### config.mk
export PLATFORM = sky130hd
export DESIGN_NAME = mux_channel_scheduler
export DESIGN_NICKNAME = d
export VERILOG_FILES = /design/src/rtl/mux_sched_pkg.sv /design/src/rtl/rr_pick4.sv /design/src/rtl/mux_channel_scheduler.sv
export SDC_FILE = /design/constraint.sdc
export NUM_CORES = 1
export LEC_CHECK = 0
export CAP_MARGIN = 20
export CORE_MARGIN = 2
export CORE_UTILIZATION = 45
export DETAILED_ROUTE_END_ITERATION = 6
export PLACE_DENSITY = 0.84
export SLEW_MARGIN = 20
export SYNTH_ARGS = -nofsm -noshare
export SYNTH_HDL_FRONTEND = slang
export SYNTH_HIERARCHICAL = 1
export SYNTH_SLANG_ARGS = --single-unit
### constraint.sdc
create_clock -name clk -period 1.96 [get_ports clk]
set_input_delay 0.392 -clock clk [delete_from_list [all_inputs] [get_ports clk]]
set_output_delay 0.392 -clock clk [all_outputs]
set_load 0.01 [all_outputs]
### src/rtl/mux_sched_pkg.sv
// Shared types and constants for the TDC readout mux scheduler.
// Channel select codes match the external 4:1 mux wiring (a,b,c,d).
package mux_sched_pkg;

  localparam int unsigned NUM_CH = 4;

  localparam logic [1:0] SEL_CH0 = 2'b00;
  localparam logic [1:0] SEL_CH1 = 2'b01;
  localparam logic [1:0] SEL_CH2 = 2'b10;
  localparam logic [1:0] SEL_CH3 = 2'b11;

  typedef enum logic [1:0] {
    IDLE   = 2'b00,
    SETTLE = 2'b01,
    SAMPLE = 2'b10,
    DONE   = 2'b11
  } state_e;

  function automatic logic [NUM_CH-1:0] ch_onehot(input logic [1:0] ch);
    logic [NUM_CH-1:0] oh;
    oh = '0;
    unique case (ch)
      SEL_CH0: oh = 4'b0001;
      SEL_CH1: oh = 4'b0010;
      SEL_CH2: oh = 4'b0100;
      SEL_CH3: oh = 4'b1000;
      default: oh = '0;
    endcase
    return oh;
  endfunction

endpackage

### src/rtl/rr_pick4.sv
// Combinational rotating-priority picker: first set request at or after ptr.
module rr_pick4
  import mux_sched_pkg::*;
(
  input  logic [NUM_CH-1:0] req,
  input  logic [1:0]        ptr,
  output logic              any,
  output logic [1:0]        idx
);

  logic [1:0] cand;

  // Scan from farthest to nearest so the closest request to ptr wins.
  always_comb begin
    any  = |req;
    idx  = ptr;
    cand = ptr;
    for (int k = NUM_CH - 1; k >= 0; k--) begin
      cand = ptr + 2'(k);
      if (req[cand]) begin
        idx = cand;
      end
    end
  end

endmodule

### src/rtl/mux_channel_scheduler.sv
// Round-robin scheduler driving the shared 4:1 mux select, sampling mux_z once
// the select has settled and reporting the bit with its channel tag.
module mux_channel_scheduler
  import mux_sched_pkg::*;
#(
  parameter int unsigned SETTLE_CYCLES = 2,
  parameter int unsigned CNT_W         = 4
) (
  input  logic              clk,
  input  logic              rst,
  input  logic              en,
  input  logic [NUM_CH-1:0] req,
  input  logic              mux_z,
  output logic              sel_x,
  output logic              sel_y,
  output logic [NUM_CH-1:0] grant,
  output logic              busy,
  output logic              sample_valid,
  output logic              sample_bit,
  output logic [1:0]        sample_ch
);

  state_e            state_q, state_d;
  logic [1:0]        ptr_q, ptr_d;
  logic [1:0]        win_q, win_d;
  logic [1:0]        sel_q, sel_d;
  logic [CNT_W-1:0]  cnt_q, cnt_d;
  logic [NUM_CH-1:0] grant_q, grant_d;
  logic              busy_q;
  logic              valid_q, valid_d;
  logic              bit_q, bit_d;
  logic [1:0]        ch_q, ch_d;

  logic              pick_any;
  logic [1:0]        pick_idx;

  rr_pick4 u_pick (
    .req (req),
    .ptr (ptr_q),
    .any (pick_any),
    .idx (pick_idx)
  );

  always_comb begin
    state_d = state_q;
    ptr_d   = ptr_q;
    win_d   = win_q;
    sel_d   = sel_q;
    cnt_d   = cnt_q;
    grant_d = grant_q;
    valid_d = 1'b0;
    bit_d   = bit_q;
    ch_d    = ch_q;

    unique case (state_q)
      IDLE: begin
        grant_d = '0;
        if (en && pick_any) begin
          win_d   = pick_idx;
          sel_d   = pick_idx;
          grant_d = ch_onehot(pick_idx);
          cnt_d   = '0;
          state_d = SETTLE;
        end
      end
      SETTLE: begin
        // A withdrawn request abandons the grant without advancing ptr.
        if (!req[win_q]) begin
          grant_d = '0;
          state_d = IDLE;
        end else begin
          cnt_d = cnt_q + CNT_W'(1);
          if (cnt_q == CNT_W'(SETTLE_CYCLES - 1)) begin
            state_d = SAMPLE;
          end
        end
      end
      SAMPLE: begin
        bit_d   = mux_z;
        ch_d    = win_q;
        valid_d = 1'b1;
        state_d = DONE;
      end
      DONE: begin
        ptr_d   = win_q + 2'd1;
        grant_d = '0;
        state_d = IDLE;
      end
      default: begin
        grant_d = '0;
        state_d = IDLE;
      end
    endcase
  end

  always_ff @(posedge clk) begin
    if (rst) begin
      state_q <= IDLE;
      ptr_q   <= SEL_CH0;
      win_q   <= SEL_CH0;
      sel_q   <= SEL_CH0;
      cnt_q   <= '0;
      grant_q <= '0;
      busy_q  <= 1'b0;
      valid_q <= 1'b0;
      bit_q   <= 1'b0;
      ch_q    <= SEL_CH0;
    end else begin
      state_q <= state_d;
      ptr_q   <= ptr_d;
      win_q   <= win_d;
      sel_q   <= sel_d;
      cnt_q   <= cnt_d;
      grant_q <= grant_d;
      busy_q  <= (state_d != IDLE);
      valid_q <= valid_d;
      bit_q   <= bit_d;
      ch_q    <= ch_d;
    end
  end

  assign sel_x        = sel_q[1];
  assign sel_y        = sel_q[0];
  assign grant        = grant_q;
  assign busy         = busy_q;
  assign sample_valid = valid_q;
  assign sample_bit   = bit_q;
  assign sample_ch    = ch_q;

endmodule
After elaboration in Yosys (flattened, before gate mapping) --
Index checks and enable logic that the tools add are counted.
Storage, ports and cells: word-level logic and storage cells 65, bits in registers 19, bits of input ports 8, output and inout bits 11
Cells by class: equal/unequal tests 10, muxes and demuxes 26, add/sub/neg operators 5, reduce and logical (&&, ||, !) cells 10, order comparisons 5
Operator list (count):
- $mux 4 | 4
- $pmux 4 s4 | 1
- $lt 2x3->1 const B | 5
- $mux 2 | 7
- $pmux 4 s3 | 1
- $bmux 1 s2 | 5
- $eq 2x2->1 const B | 4
- $pmux 2 s4 | 1
- $pmux 4 s2 | 1
- $mux 1 | 6
- $ne 2x2->1 const B | 3
- $add 2x1->2 const B | 2
- $add 2x2->2 const B | 2
- $add 4x1->4 const B | 1
- $eq 2x1->1 const B | 2
- $eq 4x1->1 const B | 1
- $logic_not 2->1 | 2
- $reduce_and 2->1 | 2
- $reduce_bool 2->1 | 2
- $reduce_or 4->1 | 1
- $reduce_and 3->1 | 1
- $reduce_bool 3->1 | 1
- $logic_and 1x1->1 | 1

Depth between registers and ports, before layout --
depth in word-level cells 11, mapped depth 7, gate-level depth less buffers 6

Hierarchy --
The synthesis kept the hierarchy.
Modules (own cells, without submodules):
- mux_channel_scheduler | area each 925.9 um^2, times used 1, cells an instance 101
- rr_pick4 | area each 100.1 um^2, times used 1, cells an instance 16

Worst setup path after synthesis --
Ideal clock, no wire load.
kind reg-to-reg, start point register state_q[0], end point register cnt_q[1], buffers on the path 0, setup slack 0.131 ns, library setup time 0.071 ns, stages on the path, launching flop included 7, arrival 1.758 ns, cell sequence dfxtp_1 > inv_1 > ha_1 > or2b_1 > a32o_1 > or4b_1 > a21oi_1
Between the ends: cells in the longest elaborated chain, start to end 3
Ends and longest elaborated chain:
- start, declared | RTL line mux_channel_scheduler.sv:23 | state_e state_q, state_d;
- start signal, assigned | RTL line mux_channel_scheduler.sv:109 | state_q <= state_d;
- $eq 2x1->1 / $logic_not 2->1 (equally long branches) | RTL line mux_channel_scheduler.sv:55 | unique case (state_q)
- $ne 2x2->1 (no source line) / $reduce_bool 2->1 (equally long branches)
- $reduce_and 3->1 (no source line)
- end signal, assigned | RTL line mux_channel_scheduler.sv:113 | cnt_q <= cnt_d;
- end, declared | RTL line mux_channel_scheduler.sv:27 | logic [CNT_W-1:0] cnt_q, cnt_d;
Several ways; a longest one is shown, not always the timed one. A chain may end at the register's enable or synchronous reset.

Worst setup path after layout --
start point input port req[1], end point register cnt_q[1]
Between the ends: cells in the longest elaborated chain, start to end 4
Ends and longest elaborated chain:
- start, declared | RTL line mux_channel_scheduler.sv:12 | input logic [NUM_CH-1:0] req,
- $reduce_or 4->1 | RTL line rr_pick4.sv:15 | any = |req;
- net pick_any | RTL line mux_channel_scheduler.sv:34 | logic pick_any;
- $logic_and 1x1->1 | RTL line mux_channel_scheduler.sv:58 | if (en && pick_any) begin
- $ne 2x2->1 (no source line)
- $reduce_and 3->1 (no source line)
The timed path passes the listed nets, and every way through them passes these cells. The select of a mux whose other input is x is not followed.

==> summary.md <==
| Metric | Value |
|---|---|
| Clock Sink Count | 19 |
| Via count | approximately 1000 |
| Cell variety after synth | 36 |
| Pins Over Slew Limit | 0 |
| FP Rows | 17 |
| Delay-heaviest family, CP | simple AND/OR/NAND/NOR gates |
| Die area | 0.00268 mm² |
| Int Power | 0.585 mW |
| CORE AREA | between 0.002 and 0.0025 mm² |
| Critical path peak fanout | 4 |
| Clock power frac | around a quarter |
| Status | finished, final reports clean |
| Ant. Diodes | 0 |
| Final worst path period need | 1.87 ns |
| Slew @ Worst Pin | between 0.2 and 0.3 ns |
| Sw Ratio | approximately 29% |
| I/O pins | 19 |
| Gate Count Post-Synth | around 120 |
| Layout cells sized above 1 | ~17% |
| H-tree level count | 1 |
| Cell Area, Synth | 0.00103 mm² |
| Post-Syn Area per Cell | just under 9 µm² |
| Finish-stage setup viols | 0 |
| WL final | 2310 µm |
| Crit-path slowest cell | clkdlybuf4s50_1 |
| Largest net degree at the start of global routing | 20 |
| Power density cells | ~600 mW/mm² |
| DRC Markers | 0 |
| Clock Tree Root | clkbuf_4 |
| WS Path Type | input pin to register |
| WL/cell | 13.1 µm |
| Sequential-to-total area share from yosys stat | ~37% |
| Placed insts | between 150 and 200 |
| Fin nets | between 150 and 200 |
| EDFF count, synth | 0 |
| Critical path, cell by cell | clkdlybuf4s50_1 -> nor2_1 -> nand2_1 -> nand3_1 -> a32o_1 -> or4b_1 -> a21oi_1 |
| Starting density of the core | between 40% and 50% |
| NetSw | about 0.24 mW |
| Die Ht | a little over 50 µm |
| MaxCap Viol Count | 0 |
| Total grt overflow | 0 |
| Post-synthesis register bit count | 19 |
| Worst VDD drop | approximately 0.37 mV |
| Longest Clk Path Bufs | 2 |
| Clock slew at reported path FFs | ~0.12 ns |
| Initial DRC count | 38 |
| Gpl congestion | ~0.86 |
| Tot GR Track Use | about a fifth |
| Setup TNS | 0 ns |
| Post-synth top flop | dfxtp_1 |
| Fmax | 534 MHz |
| Ys async rst share | 0% |
| First-pass GRT wire length | between 4000 and 5000 µm |
| Post-DP HPWL | ~1700 µm |
| CTS tree | built |
| Drt pass-1 iters | 4 |
| Hold Path Class | register to register |
| Skew final | between 0.005 and 0.006 ns |
| Non-Filler Instances | 176 |
| Combinational fraction of design power | roughly a quarter |
| Area delta synth->final | 32.7% |
| Fillers | between 150 and 200 |
| Yosys warnings | 6 |
| Buf+Inv Stages, Crit Path | 1 |
| Fin crit share | a little over nine tenths |
| Final Hold Viols | 0 |
| CP Capture Type | register |
| Final antenna-violating net count | 0 |
| Die Wd | approximately 52 µm |
| Worst EP arrival | ~2.1 ns |
| Post-synth net total | ~130 |
| Vias in the first global route | just over 900 |
| Worst Path Required | about 2.2 ns |
| Seq pwr share | between 50% and 60% |
| Slew Limit Headroom | between 80% and 90% |
| Setup crit start kind | input pin |
| Post-DR vias/cell | 5.63 |
| Clock latency at the later pin of the worst-skew pair | 0.31 ns |
| Num CTS Buffers | 3 |
| Port bufs | 18 |
| Delay of the slowest critical-path stage | ~0.53 ns |
| Lkg Pwr | 0.532 nW |
| RSZ-0062 raised after global routing | false |
| Antenna violations before repair | 0 |
-- path summary, 6_finish.rpt --
kind / startpoint / end / slack, ns / cells past startpoint
min: cnt_q[3]$_SDFFE_PP0P_ / cnt_q[3]$_SDFFE_PP0P_ / 0.48 / 1
max: req[1] / cnt_q[1]$_SDFFE_PP0P_ / 0.09 / 7
min reg2reg: cnt_q[3]$_SDFFE_PP0P_ / cnt_q[3]$_SDFFE_PP0P_ / 0.48 / 1
max reg2reg: state_q[1]$_SDFF_PP0_ / cnt_q[1]$_SDFFE_PP0P_ / 0.11 / 6
-- worst reg2reg max path, stage by stage (launching register included) --
cell	delay, ns
dfxtp_2	0.36
inv_1	0.11
ha_2	0.21
or2b_1	0.24
a32o_1	0.23
or4b_1	0.51
a21oi_1	0.15
-- cells in the mapped netlist (all sizes together) (2+ instances only) --
library cell / instances / share of area, %
and3: 2 / 1.2
ha: 6 / 7.3
o21ai: 5 / 2.4
a31oi: 5 / 3.0
dfxtp: 19 / 37
nand2b: 2 / 1.2
and2b: 3 / 2.4
nand3: 3 / 1.5
nand3b: 5 / 3.7
inv: 6 / 2.2
mux2i: 8 / 7.8
o31ai: 2 / 1.5
nand2: 8 / 2.9
a311oi: 2 / 1.7
nor2: 12 / 4.4
or2b: 4 / 2.9
a21oi: 4 / 2.0
clkbuf: 4 / 1.5
-- cell usage in the layout (no fill, tap or decap), types with 6 or more instances in the layout --
cell type,instances
inv_1,6
nor2_1,12
dfxtp_1,17
nand2_1,8
mux2i_1,8
clkdlybuf4s50_1,17
buf_4,14
-- power groups by stage --
stage               Clock [mW]  Sequential (mW)  Combinational (mW)
CTS                      0.216            0.412               0.203
global route             0.227            0.414               0.227
detailed placement           0            0.420               0.201
finish                   0.208            0.412               0.204
floorplan                    0            0.419               0.106
global placement             0            0.419               0.196
-- through the flow --
| stage | utilization (%) | hold slack, ns | area [µm²] | total power [mW] | worst slack (ns) |
|---|---|---|---|---|---|
| finish | 62.1 | 0.483 | 1360 | 0.825 | 0.0878 |
| global route | 62.1 | 0.510 | 1360 | 0.869 | 0.0183 |
| CTS | 61.8 | 0.485 | 1350 | 0.830 | 0.0623 |
| detailed placement | 60.5 | 0.468 | 1330 | 0.622 | -0.229 |
| global placement | 60.5 | 0.468 | 1330 | 0.615 | -0.129 |
| floorplan | - | 0.441 | 1030 | 0.526 | 0.131 |
-- per-layer routing --
layer / vias up / track usage [%] / share of wire, %
met2: 40 / 31.6 / 48
met4: 0 / 11.0 / 1.7
met5: - / 0 / 0
met3: 10 / 4.02 / 6.0
li1: 485 / - / -
met1: 456 / 25.8 / 45
-- flip-flops by register name, indices dropped and copies added (netlist names) --
register and count:
grant 4, cnt_q 4, sample_bit 1, ptr_q 2, state_q 2, busy 1, sample_ch 2, sample_valid 1
sel_q 2
-- kinds of logic (layout without fill, tap and decap cells) --
logic type / count (synthesis) / in the layout / synth area share [%]
compound gates: 26 / 26 / 17.4
xor+xnor: 1 / 1 / 0.854
fa+ha+maj: 6 / 6 / 7.32
buf+inv: 11 / 42 / 4.15
flops: 19 / 19 / 37.1
mux: 8 / 8 / 7.81
simple gates: 46 / 46 / 25.4
-- timing repair --
item / 4_1_cts / 5_1_grt
setup endpoints to repair: 0 / 2
buffers inserted: 0 / 0
hold buffers: 0 / 0
hold endpoints to repair: 0 / 0
gates resized for setup: 0 / 4
-- final cells by class --
| type | instances | area (µm²) | area share, % |
|---|---|---|---|
| clock buffer | 3 | 22.5 | 1.65 |
| inverter | 6 | 22.5 | 1.65 |
| sequential | 19 | 383 | 28.1 |
| multi-input combinational | 87 | 606 | 44.5 |
| tap | 28 | 35.0 | 2.57 |
| clock inverter | 1 | 5.00 | 0.368 |
| timing repair buffer | 32 | 288 | 21.1 |
(Power assumes the default switching activity.)
